$ cat src/rtl/jg_lut_judge.sv
`default_nettype none
// ============================================================================
// Module      : jg_lut_judge
// Description : Programmable lookup-table judge. Mode 0 looks up every valid
//               code directly; mode 1 only emits once a code has been seen
//               QUAL consecutive valid times (gaps in in_valid are ignored).
// Revision    : 1.0 - initial release
// ============================================================================
module jg_lut_judge #(
    parameter int IN_W  = 3,
    parameter int OUT_W = 2,
    parameter int QUAL  = 3,
    parameter int HIT_A = 0,
    parameter int HIT_B = 5
) (
    input  logic             clk,
    input  logic             rst,
    input  logic             mode,
    input  logic             cfg_we,
    input  logic [IN_W-1:0]  cfg_addr,
    input  logic [OUT_W-1:0] cfg_data,
    input  logic             in_valid,
    input  logic [IN_W-1:0]  in_code,
    output logic             out_valid,
    output logic [OUT_W-1:0] out_code,
    output logic             locked,
    output logic [7:0]       chg_cnt
);

    localparam int         DEPTH  = 1 << IN_W;
    localparam logic [3:0] C_QUAL = 4'(QUAL);

    typedef enum logic [1:0] {
        ST_IDLE   = 2'd0,
        ST_TRACK  = 2'd1,
        ST_LOCKED = 2'd2
    } state_t;

    state_t           r_state;
    state_t           w_state_nxt;
    logic [3:0]       r_run;
    logic [3:0]       w_run_nxt;
    logic [3:0]       w_run_inc;
    logic [IN_W-1:0]  r_last;
    logic [IN_W-1:0]  w_last_nxt;
    logic             w_q_emit;
    logic             w_upd;
    logic [OUT_W-1:0] w_lookup;
    logic [OUT_W-1:0] r_table [DEPTH];

    // Lookup reads the table before any same-cycle write lands.
    assign w_lookup  = r_table[in_code];
    assign w_run_inc = r_run + 4'd1;
    assign w_upd     = mode ? w_q_emit : in_valid;
    assign locked    = mode && (r_state == ST_LOCKED);

    // Qualification FSM: next state, run counter, last code and emit strobe.
    always_comb begin
        w_state_nxt = r_state;
        w_run_nxt   = r_run;
        w_last_nxt  = r_last;
        w_q_emit    = 1'b0;
        if (!mode) begin
            // Direct mode parks the qualifier so a later switch starts fresh.
            w_state_nxt = ST_IDLE;
            w_run_nxt   = 4'd0;
        end else if (in_valid) begin
            case (r_state)
                ST_IDLE: begin
                    w_last_nxt = in_code;
                    w_run_nxt  = 4'd1;
                    if (C_QUAL == 4'd1) begin
                        w_state_nxt = ST_LOCKED;
                        w_q_emit    = 1'b1;
                    end else begin
                        w_state_nxt = ST_TRACK;
                    end
                end
                ST_TRACK: begin
                    if (in_code == r_last) begin
                        if (w_run_inc >= C_QUAL) begin
                            w_run_nxt   = C_QUAL;
                            w_state_nxt = ST_LOCKED;
                            w_q_emit    = 1'b1;
                        end else begin
                            w_run_nxt = w_run_inc;
                        end
                    end else begin
                        w_last_nxt = in_code;
                        w_run_nxt  = 4'd1;
                    end
                end
                ST_LOCKED: begin
                    // Same code keeps the lock silently; run stays capped.
                    if (in_code != r_last) begin
                        w_last_nxt  = in_code;
                        w_run_nxt   = 4'd1;
                        w_state_nxt = ST_TRACK;
                    end
                end
                default: begin
                    w_state_nxt = ST_IDLE;
                    w_run_nxt   = 4'd0;
                end
            endcase
        end
    end

    // FSM state register.
    always_ff @(posedge clk) begin
        if (rst) begin
            r_state <= ST_IDLE;
            r_run   <= 4'd0;
            r_last  <= '0;
        end else begin
            r_state <= w_state_nxt;
            r_run   <= w_run_nxt;
            r_last  <= w_last_nxt;
        end
    end

    // Table storage: reset image has HIT_A and HIT_B set to 1.
    always_ff @(posedge clk) begin
        if (rst) begin
            for (int i = 0; i < DEPTH; i++) begin
                r_table[i] <= ((i == HIT_A) || (i == HIT_B)) ? OUT_W'(1) : '0;
            end
        end else if (cfg_we) begin
            r_table[cfg_addr] <= cfg_data;
        end
    end

    // Judged output, update pulse and saturating change counter.
    always_ff @(posedge clk) begin
        if (rst) begin
            out_code  <= '0;
            out_valid <= 1'b0;
            chg_cnt   <= 8'd0;
        end else begin
            out_valid <= w_upd;
            if (w_upd) begin
                out_code <= w_lookup;
                if ((w_lookup != out_code) && (chg_cnt != 8'hFF)) begin
                    chg_cnt <= chg_cnt + 8'd1;
                end
            end
        end
    end

endmodule
`default_nettype wire

$ cat config.mk
export PLATFORM = sky130hd
export DESIGN_NAME = jg_lut_judge
export DESIGN_NICKNAME = d
export VERILOG_FILES = /design/src/rtl/jg_lut_judge.sv
export SDC_FILE = /design/constraint.sdc
export NUM_CORES = 1
export LEC_CHECK = 0
export CORE_ASPECT_RATIO = 0.6
export CORE_MARGIN = 5
export CORE_UTILIZATION = 28
export CTS_CLUSTER_DIAMETER = 40
export DETAILED_ROUTE_END_ITERATION = 12
export PLACE_DENSITY_LB_ADDON = 0.2
export SLEW_MARGIN = 20
export SYNTH_ARGS = -nofsm -noshare
export SYNTH_HDL_FRONTEND = slang
export SYNTH_SLANG_ARGS = --single-unit
$ cat constraint.sdc
create_clock -name clk -period 3.15 [get_ports clk]
set_input_delay 0.7875 -clock clk [delete_from_list [all_inputs] [get_ports clk]]
set_output_delay 0.7875 -clock clk [all_outputs]
set_load 0.02 [all_outputs]
==> flow_metrics.tcl <==
set metrics [dict create \
    synth_edf_count 16 \
    required_ns 3.31 \
    grtUsageTotal_pct 10.7 \
    worst_setup_path_start_kind "input pin" \
    syn_nets 209 \
    htreeDepth 2 \
    wirelength_mm 4.18 \
    synth_top_family_by_area "simple AND/OR/NAND/NOR gates" \
    post_cts_buffers 0 \
    outcome "finished, final reports clean" \
    area_growth_syn_to_layout_pct 27.9 \
    ir_drop_mv 0.181 \
    cts-root-buf "clkbuf_16" \
    synth.avg_cell_area_um2 9.89 \
    hold_viol 0 \
    clockPowerShare_pct 42.2 \
    clkSlewWorstSetupHoldPaths_ns 0.06 \
    synthMuxAreaShare_pct 12.0 \
    grt_pass1_vias 1406 \
    pwr-share-seq_pct 45.4 \
    nNetsFinal 240 \
    port_buffers 24 \
    crit_path_max_fanout 7 \
    finalSetupViolations 0 \
    synthCells 193 \
    design.core.area_um2 6650 \
    rsz0062_at_grt "no" \
    drt_iter0_drc 82 \
    crit_chain "clkdlybuf4s50_1, buf_4, mux4_2, mux2i_1, xnor2_1, nor2_4, nor4b_1, mux2_1" \
    synth.most_common_cell "nor2_1" \
    synth_cell_types 43 \
    synth_top_cell_by_area "edfxtp_1" \
    critPathTopFamily "multiplexers" \
    fin_area_um2 2440 \
    num_antenna_cells 0 \
    ys_async_sr_fraction_pct 0 \
    crit_buf_inv 2 \
    drv_cap 0 \
    start_util_pct 28.7 \
    crit_path_end_kind "flop" \
    first_pass_iters 4 \
    synth-adder-area-share_pct 2.49 \
    cts-resized-gates 0 \
    dieHeight_um 73.9 \
    ctsHoldBuffers 0 \
    syn-cell-area_um2 1910 \
    p_per_area_nw_per_um2 471 \
    wl_per_cell_um 13.4 \
    sw_frac_of_total_pct 24.4 \
    grt_start_max_net_pins 18 \
    p_leak_uw 0.000930 \
    post_dp_cell_area_um2 2300 \
    n_fill_cell 676 \
    synth_warnings 0 \
    clock_latency_ns 0.28 \
    cts_sinks 36 \
    synth-seq-cells 36 \
    synth_compound_area_share_pct 8.39 \
    num_vias 1467 \
    drc 0 \
    fin_crit_sh_pct 93.5 \
    max_freq_ghz 0.340 \
    arrival_ns 3.11 \
    p_int_uw 869 \
    synth_ff_type "dfxtp_1" \
    globalRouteOverflowTotal 0 \
    synth-simple-area-share_pct 25.0 \
    drive_gt1_share_pct 12.9 \
    grt_pass1_wl_mm 6.94 \
    maxSlewHeadroom_pct 57.4 \
    ys_top_cells_by_count "nor2_1, dfxtp_1, edfxtp_1" \
    vias_per_cell 4.70 \
    combPwrFrac_pct 12.4 \
    worst_pin_slew_ns 0.636 \
    dp_hpwl_mm 3.21 \
    dieArea_um2 8620 \
    antenna_left 0 \
    skew_ns 0.00581 \
    cp_slowest_cell "mux4_2" \
    cp_slowest_stage_delay_ns 0.50 \
    fin_crit_ns 2.94 \
    synthXorXnorAreaFrac_pct 2.30 \
    gp_congestion 0.838 \
    cts_tree "built" \
    placementRows 23 \
    p_sw_uw 281 \
    cts_buffer_depth 2 \
    die_w_um 117 \
    path_class "input pin to flop" \
    fin_cells 312 \
    antenna_found_initial 0 \
    ioPinCount 25 \
    cts_buffers 5 \
    dpl.cell_count 304 \
    synth_seq_area_share_pct 46.2 \
    holdCritPathClass "flop to flop" \
    slew_viol_final 0 \
    synth.top_cells.by_area "edfxtp_1, dfxtp_1, nor2_1" \
    yosys.area.top_type_share_pct 25.2 \
]
## tightest hold or removal path: stages (launching register included)
cell and delay [ns]:
dfxtp_1 0.34, nand2_1 0.06, a21oi_1 0.05
## cell families (layout without fill, tap and decap cells)
family	after synthesis	after routing
AO/OA/AOI/OAI	22	22
XOR/XNOR	5	5
adder cells (fa/ha/maj)	4	4
buffers and inverters	18	50
flip-flops	36	36
multiplexers	17	17
AND/OR/NAND/NOR	91	91
## state kept, by name, summed over array words and instances (netlist names)
signal,cells
out_code,2
r_state,2
out_valid,1
r_table,16
r_run,4
r_last,3
chg_cnt,8
## area by class of cell
| cell class | instances | area [µm²] | area share (%) |
|---|---|---|---|
| Clock inverter | 3 | 18.8 | 0.769 |
| Clock buffer | 5 | 125 | 5.13 |
| Multi-Input combinational cell | 139 | 958 | 39.3 |
| Inverter | 7 | 26.3 | 1.08 |
| Tap cell | 87 | 109 | 4.46 |
| Sequential cell | 36 | 881 | 36.1 |
| Timing Repair Buffer | 35 | 323 | 13.2 |
## per-layer routing
metal  global-route usage (%)  part of all wire, %  vias to the layer above
met5                        0                    0                        -
met4                     4.58                  1.8                        0
met3                     3.82                  5.3                        8
met2                     14.3                   37                       29
met1                     15.6                   55                      678
li1                         -                    -                      752
## power groups by stage
stage / Clock, µW / Combinational (µW) / Sequential, µW
floorplan: 0 / 86.5 / 530
global placement: 0 / 143 / 533
detailed placement: 0 / 144 / 532
global route: 518 / 156 / 524
finish: 485 / 143 / 521
CTS: 502 / 144 / 522
## final timing paths
path	from	end	slack, ns	cells after the start
worst min-delay path	r_run[1]$_SDFFE_PP0P_	r_run[1]$_SDFFE_PP0P_	0.49	2
worst max register to register	r_run[0]$_SDFFE_PP0P_	chg_cnt[3]$_SDFFE_PP0P_	0.86	8
worst min register to register	r_run[1]$_SDFFE_PP0P_	r_run[1]$_SDFFE_PP0P_	0.49	2
worst max-delay path	in_code[0]	chg_cnt[3]$_SDFFE_PP0P_	0.21	8
## stage by stage
stage | power [µW] | setup TNS (ns) | util [%] | setup slack, ns | hold slack, ns
2_1_floorplan | 616 | 0 | - | 0.470 | 0.465
3_3_place_gp | 676 | -0.145 | 34.6 | -0.0386 | 0.493
3_5_place_dp | 675 | -0.455 | 34.6 | -0.0993 | 0.490
4_1_cts | 1170 | 0 | 36.7 | 0.201 | 0.498
5_1_grt | 1200 | 0 | 36.7 | 0.0760 | 0.516
6_report | 1150 | 0 | 36.7 | 0.206 | 0.493
## cell usage in the layout (no fill, tap or decap), types with 4 or more instances in the layout
| cell | count |
|---|---|
| nor2_1 | 27 |
| mux2i_1 | 6 |
| mux2_1 | 7 |
| and3_1 | 4 |
| dfxtp_1 | 20 |
| inv_1 | 7 |
| nor3_1 | 4 |
| clkdlybuf4s50_1 | 24 |
| nand3_1 | 7 |
| nor2b_1 | 12 |
| clkbuf_16 | 5 |
| nor4_1 | 6 |
| nand2b_1 | 4 |
| mux4_2 | 4 |
| edfxtp_1 | 16 |
| nand2_1 | 13 |
| buf_4 | 11 |
| a21oi_1 | 6 |
(Power assumes the default switching activity.)
